File: src/rtl/os_generator.sv
// Ordered-set generator: emits one TS1/TS2/SKP/EIOS/IDLE set as PIPEWIDTH-wide beats.
// Outputs decode directly from state, so an asynchronous reset clears them immediately.

module osSymbolEncoder #(
  parameter logic [7:0] NFTS = 8'hFF
) (
  input  logic       active,
  input  logic [2:0] osType,
  input  logic [3:0] symIdx,
  input  logic [7:0] linkNumber,
  input  logic [1:0] laneNumber,
  input  logic [7:0] rateId,
  input  logic       loopback,
  output logic [7:0] symData,
  output logic       symK
);
  localparam logic [2:0] OS_TS1  = 3'd0;
  localparam logic [2:0] OS_TS2  = 3'd1;
  localparam logic [2:0] OS_SKP  = 3'd2;
  localparam logic [2:0] OS_EIOS = 3'd3;

  always_comb begin
    symData = 8'h00;
    symK    = 1'b0;
    if (active) begin
      case (osType)
        OS_TS1, OS_TS2: begin
          case (symIdx)
            4'd0: begin symData = 8'hBC; symK = 1'b1; end
            4'd1: symData = linkNumber;
            4'd2: symData = {6'b0, laneNumber};
            4'd3: symData = NFTS;
            4'd4: symData = rateId;
            4'd5: symData = {5'b0, loopback, 2'b0};
            default: symData = (osType == OS_TS1) ? 8'h4A : 8'h45;
          endcase
        end
        OS_SKP: begin
          symData = (symIdx == 4'd0) ? 8'hBC : 8'h1C;
          symK    = 1'b1;
        end
        OS_EIOS: begin
          symData = (symIdx == 4'd0) ? 8'hBC : 8'h7C;
          symK    = 1'b1;
        end
        default: begin
          symData = 8'h00;
          symK    = 1'b0;
        end
      endcase
    end
  end
endmodule

module os_generator #(
  parameter int         PIPEWIDTH = 8,
  parameter logic [7:0] NFTS      = 8'hFF
) (
  input  logic                   Pclk,
  input  logic                   Reset,
  input  logic [2:0]             OSType,
  input  logic [1:0]             LaneNumber,
  input  logic [7:0]             LinkNumber,
  input  logic [2:0]             Rate,
  input  logic                   Loopback,
  input  logic                   OSGeneratorStart,
  output logic                   OSGeneratorBusy,
  output logic                   OSGeneratorFinish,
  output logic [PIPEWIDTH-1:0]   OSData,
  output logic [PIPEWIDTH/8-1:0] OSDataK,
  output logic                   OSValid
);
  localparam int SPB = PIPEWIDTH / 8;

  localparam logic [0:0] IDLE = 1'b0;
  localparam logic [0:0] SEND = 1'b1;

  localparam logic [2:0] OS_SKP    = 3'd2;
  localparam logic [2:0] OS_EIOS   = 3'd3;
  localparam logic [2:0] OS_LEGAL  = 3'd4;

  localparam logic [3:0] LONG_LAST  = 4'(16 / SPB - 1);
  localparam logic [3:0] SHORT_LAST = 4'(4 / SPB - 1);

  logic [0:0] stateQ;
  logic [3:0] beatQ;
  logic [2:0] typeQ;
  logic [1:0] laneQ;
  logic [7:0] linkQ;
  logic [2:0] rateQ;
  logic       loopQ;

  logic       sending;
  logic       accept;
  logic       lastHit;
  logic [3:0] lastBeat;
  logic [2:0] rateEff;
  logic [7:0] rateId;

  assign sending = (stateQ == SEND);
  assign accept  = (stateQ == IDLE) && OSGeneratorStart && (OSType <= OS_LEGAL);

  always_comb begin
    lastBeat = LONG_LAST;
    if (typeQ == OS_SKP || typeQ == OS_EIOS) lastBeat = SHORT_LAST;
  end

  assign lastHit = sending && (beatQ == lastBeat);

  always_ff @(posedge Pclk or negedge Reset) begin
    if (!Reset) begin
      stateQ <= IDLE;
      beatQ  <= 4'd0;
      typeQ  <= 3'd0;
      laneQ  <= 2'd0;
      linkQ  <= 8'd0;
      rateQ  <= 3'd0;
      loopQ  <= 1'b0;
    end else if (accept) begin
      stateQ <= SEND;
      beatQ  <= 4'd0;
      typeQ  <= OSType;
      laneQ  <= LaneNumber;
      linkQ  <= LinkNumber;
      rateQ  <= Rate;
      loopQ  <= Loopback;
    end else if (sending) begin
      if (lastHit) begin
        stateQ <= IDLE;
        beatQ  <= 4'd0;
      end else begin
        beatQ  <= beatQ + 4'd1;
      end
    end
  end

  // Rate 0 advertises Gen1 only.
  assign rateEff = (rateQ == 3'd0) ? 3'd1 : rateQ;
  assign rateId  = {2'b0, rateEff >= 3'd5, rateEff >= 3'd4, rateEff >= 3'd3,
                    rateEff >= 3'd2, 1'b1, 1'b0};

  logic [SPB-1:0][7:0] symData;
  logic [SPB-1:0]      symK;

  for (genvar n = 0; n < SPB; n++) begin : gSym
    logic [3:0] symIdx;
    assign symIdx = 4'(int'(beatQ) * SPB + n);

    osSymbolEncoder #(.NFTS(NFTS)) uEnc (
      .active    (sending),
      .osType    (typeQ),
      .symIdx    (symIdx),
      .linkNumber(linkQ),
      .laneNumber(laneQ),
      .rateId    (rateId),
      .loopback  (loopQ),
      .symData   (symData[n]),
      .symK      (symK[n])
    );
  end

  assign OSData            = symData;
  assign OSDataK           = symK;
  assign OSValid           = sending;
  assign OSGeneratorBusy   = sending;
  assign OSGeneratorFinish = lastHit;
endmodule

File: config.mk
export PLATFORM = sky130hd
export DESIGN_NAME = os_generator
export DESIGN_NICKNAME = d
export VERILOG_FILES = /design/src/rtl/os_generator.sv
export SDC_FILE = /design/constraint.sdc
export NUM_CORES = 1
export LEC_CHECK = 0
export CAP_MARGIN = 20
export CORE_ASPECT_RATIO = 2
export CORE_MARGIN = 3
export CORE_UTILIZATION = 45
export DETAILED_ROUTE_END_ITERATION = 6
export PLACE_DENSITY = 0.74
export SLEW_MARGIN = 5
export SYNTH_ARGS = -nofsm -noshare
export SYNTH_HDL_FRONTEND = slang
export SYNTH_SLANG_ARGS = --single-unit
File: constraint.sdc
create_clock -name Pclk -period 5.6 [get_ports Pclk]
set_clock_uncertainty 0.15 [all_clocks]
set_input_delay 0.56 -clock Pclk [delete_from_list [all_inputs] [get_ports Pclk]]
set_output_delay 0.56 -clock Pclk [all_outputs]
set_load 0.05 [all_outputs]
# Word level (Yosys, flattened, before mapping)
# Index checks and enable logic that the tools add are counted.
[op_classes]
addsub = 1
reduce_logical = 10
n_bitwise = 1
mux = 17
eq_ne = 9
magnitude_cmp = 5
[op_table]
columns = ["operator", "count"]
rows = [
  ["$pmux 8 s6", 1],
  ["$mux 8", 3],
  ["$pmux 8 s3", 1],
  ["$mux 4", 5],
  ["$eq 4x2->1 const B", 2],
  ["$eq 4x3->1 const B", 2],
  ["$eq 3x2->1 const B", 2],
  ["$ge 3x2->1 const B", 2],
  ["$ge 3x3->1 const B", 2],
  ["$logic_not 3->1", 2],
  ["$mux 1", 5],
  ["$add 4x1->4 const B", 1],
  ["$eq 4x1->1 const B", 1],
  ["$eq 4x4->1", 1],
  ["$logic_not 4->1", 1],
  ["$reduce_or 2->1", 2],
  ["$eq 3x1->1 const B", 1],
  ["$le 3x3->1 const B", 1],
  ["$logic_and 1x1->1", 3],
  ["$mux 3", 1],
  ["$pmux 1 s2", 1],
  ["$reduce_bool 2->1", 1],
  ["$logic_or 1x1->1", 1],
  ["$not 1->1", 1],
]
[totals]
wordCells = 50
register_bits = 22
inputBits = 20
out_inout_bits = 12

# Depth between registers and ports, before layout
# Gate-level depths: netlist of the first run.
[depth]
word_depth = 8
mapped_depth = 7
ltp_nobuf = 6

# Cells and area by module
# From an unflattened synthesis of the first run, not the netlist that was laid out.
[hier_totals]
hier_cells = 138
area_unflattened_um2 = 1433.9
[modules_own_cells]
columns = ["module", "seq_area_each_um2", "n_inst", "area_per_inst_um2", "cells_each"]
rows = [
  ["os_generator", 550.5, 1, 1021.0, 75],
  ["osSymbolEncoder", 0.0, 1, 412.9, 63],
]

# Least setup slack after synthesis of the first run
# Ideal clock, no wire load.
[synth_timing]
path_type = "reg2out"
startpoint = "reg beatQ[1]"
endpoint = "out OSData[1]"
n_path_buf = 1
setup_slack_ns = 2.342
arrival_time_ns = 2.548
stages_incl_launch_ff = 7
required_ns = 4.890
path_cell_list = "dfrtp_1 -> inv_1 -> ha_1 -> clkbuf_1 -> a211oi_1 -> a221o_1 -> a211oi_1"
[synth_via]
elab_chain_len = 4
word_cells_on_any_way = 9
classes_between = "eq/ne (5); mux (3); reduce/logical (1)"
[synth_rtl]
columns = ["element", "line", "text"]
rows = [
  ["start, declared", "86", "logic [3:0] beatQ;"],
  ["start signal, assigned", "132", "beatQ <= beatQ + 4'd1;"],
  ["$eq 4x3->1, or another cell as far along", "28", "case (symIdx)"],
  ["$pmux 8 s6 (*)", "28", ""],
  ["$pmux 8 s3 (*)", "26", "case (osType)"],
  ["$mux 8 (*)", "25", "if (active) begin"],
  ["end, declared", "69", "output logic [PIPEWIDTH-1:0] OSData,"],
]
# Mark *: on every way between the ends. The rest lies on a longest branch, timed or not.

# Final worst setup path of the first run
[layout_timing]
startpoint = "reg beatQ[0]"
endpoint = "out OSData[2]"
# Same word-level chain as after synthesis.

==> results of run 1 <==
==> path summary, 6_finish.rpt <==
path                            startpoint   endpoint  slack, ns
worst min register to register       loopQ      loopQ       0.36
worst max register to register    beatQ[3]   beatQ[1]       3.77
worst min-delay path                 loopQ      loopQ       0.36
max in group asynchronous            Reset   linkQ[3]       4.56
min in group asynchronous            Reset   beatQ[3]       0.37
worst max-delay path              beatQ[0]  OSData[2]       2.08
==> cell usage after synthesis, drive strengths merged <==
| cell type | number |
|---|---|
| xnor2 | 1 |
| nand3 | 2 |
| buf | 6 |
| a221o | 1 |
| clkbuf | 3 |
| dfrtp | 22 |
| a31oi | 3 |
| a221oi | 1 |
| o21ai | 4 |
| a2111oi | 1 |
| mux2 | 18 |
| a21oi | 7 |
| inv | 6 |
| nor2 | 13 |
| or2 | 1 |
| a22o | 1 |
| ha | 4 |
| o22a | 2 |
| nand2b | 3 |
| o41ai | 1 |
| nand4b | 1 |
| a211oi | 4 |
| a21bo | 1 |
| a21o | 1 |
| mux2i | 1 |
| o22ai | 1 |
| a32o | 2 |
| nor3 | 5 |
| nand2 | 10 |
==> state kept, by name, indices dropped and copies added (netlist names) <==
register	count
OSGeneratorBusy	1
beatQ	4
laneQ	2
linkQ	8
loopQ	1
rateQ	3
typeQ	3
==> cell families (layout without fill, tap and decap cells) <==
family,Yosys count,in the layout,synth area share
DFF,22,22,0.424
AOI/OAI and AO/OA,30,30,0.183
adders and majority gates,4,4,0.0386
xor gates and xnor gates,1,1,0.00675
muxes,19,19,0.164
and+or+nand+nor,35,35,0.123
buffers and inverters,15,42,0.0598
==> metal layers <==
metal  part of all wire  wire [um]  up-vias  track usage
li1                   -          -      504            -
met1               0.36       1070      510        0.187
met2               0.54       1600       47        0.317
met3              0.059        174       11       0.0285
met4              0.036        107        0        0.118
met5                  0          0        -            0
==> area by class of cell <==
type	count	area, sq um	area share
clock buffers	4	55.1	0.0329
inverters	6	22.5	0.0135
multi-input cells	89	669	0.400
repair buffers	32	338	0.202
well taps	29	36.3	0.0217
flip-flops and latches	22	551	0.329
==> power groups by stage <==
stage               sequential (mW)  combinational [mW]  clock [mW]
floorplan                     0.297               0.596           0
global placement              0.329               0.729           0
detailed placement            0.335               0.742           0
CTS                           0.332               0.744       0.118
global route                  0.344               0.804       0.123
finish                        0.332               0.746       0.113
==> per-stage QoR <==
stage	power [mW]	util
after detailed placement	1.08	0.574
after global routing	1.27	0.603
after CTS	1.19	0.593
after floorplan	0.893	-
after global placement	1.06	0.574
final	1.19	0.603
==> critical path, stage by stage, from the launching register on <==
cell and delay (ns):
dfrtp_1 0.44, inv_1 0.11, ha_1 0.31, nor2_1 0.14, o21ai_0 0.42, a2111oi_4 0.06
a211oi_1 0.22, clkdlybuf4s50_1 0.84
==> placed cells by master, fill, tap and decap left out, types with 2 or more instances in the layout <==
| master | n |
|---|---|
| a21oi_1 | 7 |
| o21ai_0 | 4 |
| inv_1 | 6 |
| nand2_1 | 10 |
| nand2b_1 | 3 |
| nor2_1 | 13 |
| mux2_2 | 18 |
| a32o_1 | 2 |
| clkbuf_8 | 4 |
| ha_1 | 4 |
| a31oi_1 | 3 |
| nor3_1 | 5 |
| clkdlybuf4s50_1 | 31 |
| dfrtp_1 | 22 |
| a211oi_1 | 4 |
==> results.toml, run 1 <==
[outcome]
status = "finished, final reports clean"

[setup_path]
cp-start-kind = "flop"
reg2regPathDepth = 4
cp.arrival_ns = 2.81
worstSetupEndpointType = "output pin"
critPathMaxFanout = 7
worstSetupPathType = "reg -> out"
required_ns = 4.89

[timing]
fmaxAchievable_mhz = 284
maxSlewViolCount = 0
setup_ws_ns = 2.08
rsz0062_at_grt = "false"
whs_ns = 0.360
hold_violations = 0
fin_crit_sh = 0.628
setup_viol = 0
relSlewSlack = 0.665
tns_ns = 0
tightest_slew_ns = 0.501
min_period_ns = 3.52

[logic_synthesis]
netlist_top_cells_area = "dfrtp_1 (42%), mux2_2 (16%), ha_1 (3.9%)"
syn_area_sq_um = 1300
ys_seq_area_frac = 0.424
syn_inst = 126
synth_top_cell_area_share = 0.424
postSynthNetCount = 150
synth_cell_types = 34
synth_warnings = 0
yosysTopAreaCell = "dfrtp_1"
avgSynthCellArea_sq_um = 10.3
yosys_register_bits = 22

[clock_tree]
cts_tree = "yes"
cts_buffers = 3
htree_levels = 1
cts_resized = 0
root_buffer = "clkbuf_8"
cts_buffer_depth = 2
cts_sinks = 22
postCtsHoldBufs = 0
clk_latency_ns = 0.26
clkTransAtPathRegs_ns = 0.08
cts_setup_buffers = 0

[floorplanning]
ioPinCount = 32
core_area_sq_um = 2770
die_h_um = 81.9
initial_utilization = 0.468
die_area_sq_um = 3600
rows = 27
die_x_um = 44.0

[layout]
diodes = 0
syn2layout_area_growth_pct = 28.8
nets = 178
fillers = 242
drive_gt1_frac = 0.176
fin_area_sq_um = 1670
final_cells = 182

[pwr]
power.density_nw_per_um2 = 713
switchingPower_mw = 0.582
swShare = 0.488
leakagePower_nw = 0.693
pwr-share-comb = 0.626
p_int_mw = 0.610
vdd_drop_max_mv = 0.354
pwr-share-clk = 0.095
pwr-share-seq = 0.279

[grt]
grt_usage = 0.179
grt_max_degree = 23
antenna_found_initial = 0
grt_pass1_vias = 1119
grt_pass1_wl_mm = 4.84
grt_overflow = 0

[drt]
antenna_left = 0
wl_per_cell_um = 16.3
post-route-drc-count = 0
wirelength_mm = 2.96
dr.pass1.iters = 4
vias = 1072
vias_per_cell = 5.89
initialDrtViolationCount = 44

[placement]
placed_cells = 177
gp_congestion = 0.835
io_buffer_count = 31
dp_hpwl_mm = 2.24
dpl_cell_area_sq_um = 1590
preCtsSetupSlack_ns = 2.39

[worst_hold_path]
hp-class = "reg -> reg"
min_delay_path_depth = 1

[flow_run]
maxCapViolCount = 0
No activity file was read; power rests on OpenSTA's default activity.
==> run 2: changes to the inputs <==
Clock period 5.6 ns to 3.3 ns, I/O delays scaled along.
==> results.toml, run 2 (synthesis gave the netlist of run 1 again) <==
[setup_path]
worst_path_most_repeated_cell = "nor3_1"
max_stage_delay_ns = 0.83
regToRegSetupSlack_ns = 1.47
cp.buffers_inverters = 2
crit_end = "OSData[6]"
worstSetupPathType = "reg -> out"
crit_chain = "inv_1 -> ha_1 -> nor2_1 -> o22a_4 -> nor3_1 -> nor3_1 -> clkdlybuf4s50_1"
cp-start-kind = "flop"
r2r-start = "beatQ[3]"
required_ns = 2.82
r2r-end = "beatQ[1]"
critical_path_depth = 7
worstSetupEndpointType = "output pin"
crit_start = "beatQ[0]"
reg2regPathDepth = 4
critPathMaxFanout = 7
cp_top_family = "buffers and inverters"
cp.arrival_ns = 2.54
cp_slowest_cell = "clkdlybuf4s50_1"

[grt]
grt_pass1_wl_mm = 4.87
grt_pass1_vias = 1145
grt_usage = 0.177
grt_max_degree = 23
grt_overflow = 0
antenna_found_initial = 0

[clock_tree]
postCtsHoldBufs = 0
cts_resized = 0
cts_setup_buffers = 0
clkTransAtPathRegs_ns = 0.08
cts_sinks = 22
htree_levels = 1
cts_buffers = 3
cts_buffer_depth = 2
cts_tree = "yes"
root_buffer = "clkbuf_8"
clk_latency_ns = 0.25

[timing]
setup_ws_ns = 0.284
maxSlewViolCount = 0
relSlewSlack = 0.661
setup_viol = 0
fmaxAchievable_mhz = 332
fin_crit_sh = 0.914
tns_ns = 0
hold_violations = 0
rsz0062_at_grt = "false"
tightest_slew_ns = 0.507
min_period_ns = 3.02
whs_ns = 0.148

[pwr]
switchingPower_mw = 0.990
pwr-share-comb = 0.625
pwr-share-seq = 0.281
p_int_mw = 1.03
vdd_drop_max_mv = 0.680
leakagePower_nw = 0.767
swShare = 0.490
pwr-share-clk = 0.094
power.density_nw_per_um2 = 1200
p_total_mw = 2.02

[worst_hold_path]
hp-class = "in -> async"

[floorplanning]
core_area_sq_um = 2770
die_x_um = 44.0
die_area_sq_um = 3600
die_h_um = 81.9
initial_utilization = 0.468
ioPinCount = 32
rows = 27

[drt]
antenna_left = 0
vias = 1075
wl_per_cell_um = 16.3
wirelength_mm = 2.97
initialDrtViolationCount = 24
post-route-drc-count = 0
dr.pass1.iters = 5
vias_per_cell = 5.91

[layout]
diodes = 0
top_regs = "linkQ: 8 flops, beatQ: 4 flops"
mostFrequentLayoutCell = "clkdlybuf4s50_1"
largest_reg_flops = 8
nets = 178
fillers = 248
drive_gt1_frac = 0.176
syn2layout_area_growth_pct = 29.8
largest_register = "linkQ"
layout_common_cells = "clkdlybuf4s50_1 (26), dfrtp_1 (22), mux2_2 (18), nor2_1 (13), nand2_1 (10)"

[flow_run]
maxCapViolCount = 0

[placement]
dp_hpwl_mm = 2.23
io_buffer_count = 31
preCtsSetupSlack_ns = 0.325
gp_congestion = 0.835

[outcome]
status = "finished, final reports clean"
[run 2: cell count changes in the layout (fill, tap and decap cells not counted)]
cell / change
dlymetal6s2s_1: +5
clkdlybuf4s50_1: -5
[run 2: per-stage QoR]
stage | instances | utilization | instance area (sq um)
floorplan | 126 | - | 1300
global placement | 177 | 0.574 | 1590
detailed placement | 177 | 0.574 | 1590
CTS | 181 | 0.593 | 1640
global route | 182 | 0.608 | 1680
finish | 182 | 0.608 | 1680
[run 2: area by class of cell]
class | instances | area (sq um) | share of cell area
repair buffers | 32 | 350 | 0.208
flip-flops and latches | 22 | 551 | 0.327
multi-input cells | 89 | 669 | 0.397
well taps | 29 | 36.3 | 0.0215
clock buffers | 4 | 55.1 | 0.0327
inverters | 6 | 22.5 | 0.0134
[run 2: worst min path at each step]
stage	start	endpoint	slack [ns]	cells after the start
2_1_floorplan	Reset	OSGeneratorBusy	-0.12	0
3_3_place_gp	loopQ	loopQ	0.34	1
3_5_place_dp	loopQ	loopQ	0.35	1
4_1_cts	loopQ	loopQ	0.36	1
5_1_grt	Reset	OSGeneratorBusy	0.14	1
6_report	Reset	OSGeneratorBusy	0.15	1
[run 2: power groups by stage]
| stage | Clock, mW | Combinational [mW] | Sequential, mW |
|---|---|---|---|
| 2_1_floorplan | 0 | 1.01 | 0.505 |
| 3_3_place_gp | 0 | 1.24 | 0.558 |
| 3_5_place_dp | 0 | 1.26 | 0.569 |
| 4_1_cts | 0.198 | 1.26 | 0.564 |
| 5_1_grt | 0.207 | 1.36 | 0.584 |
| 6_report | 0.189 | 1.26 | 0.568 |
[run 2: per-layer routing]
metal | vias to the layer above | routed length, um | share of wire | GRT usage
met1 | 523 | 1090 | 0.37 | 0.186
li1 | 504 | - | - | -
met5 | - | 0 | 0 | 0
met2 | 44 | 1650 | 0.55 | 0.319
met3 | 4 | 177 | 0.060 | 0.0285
met4 | 0 | 51 | 0.017 | 0.0997
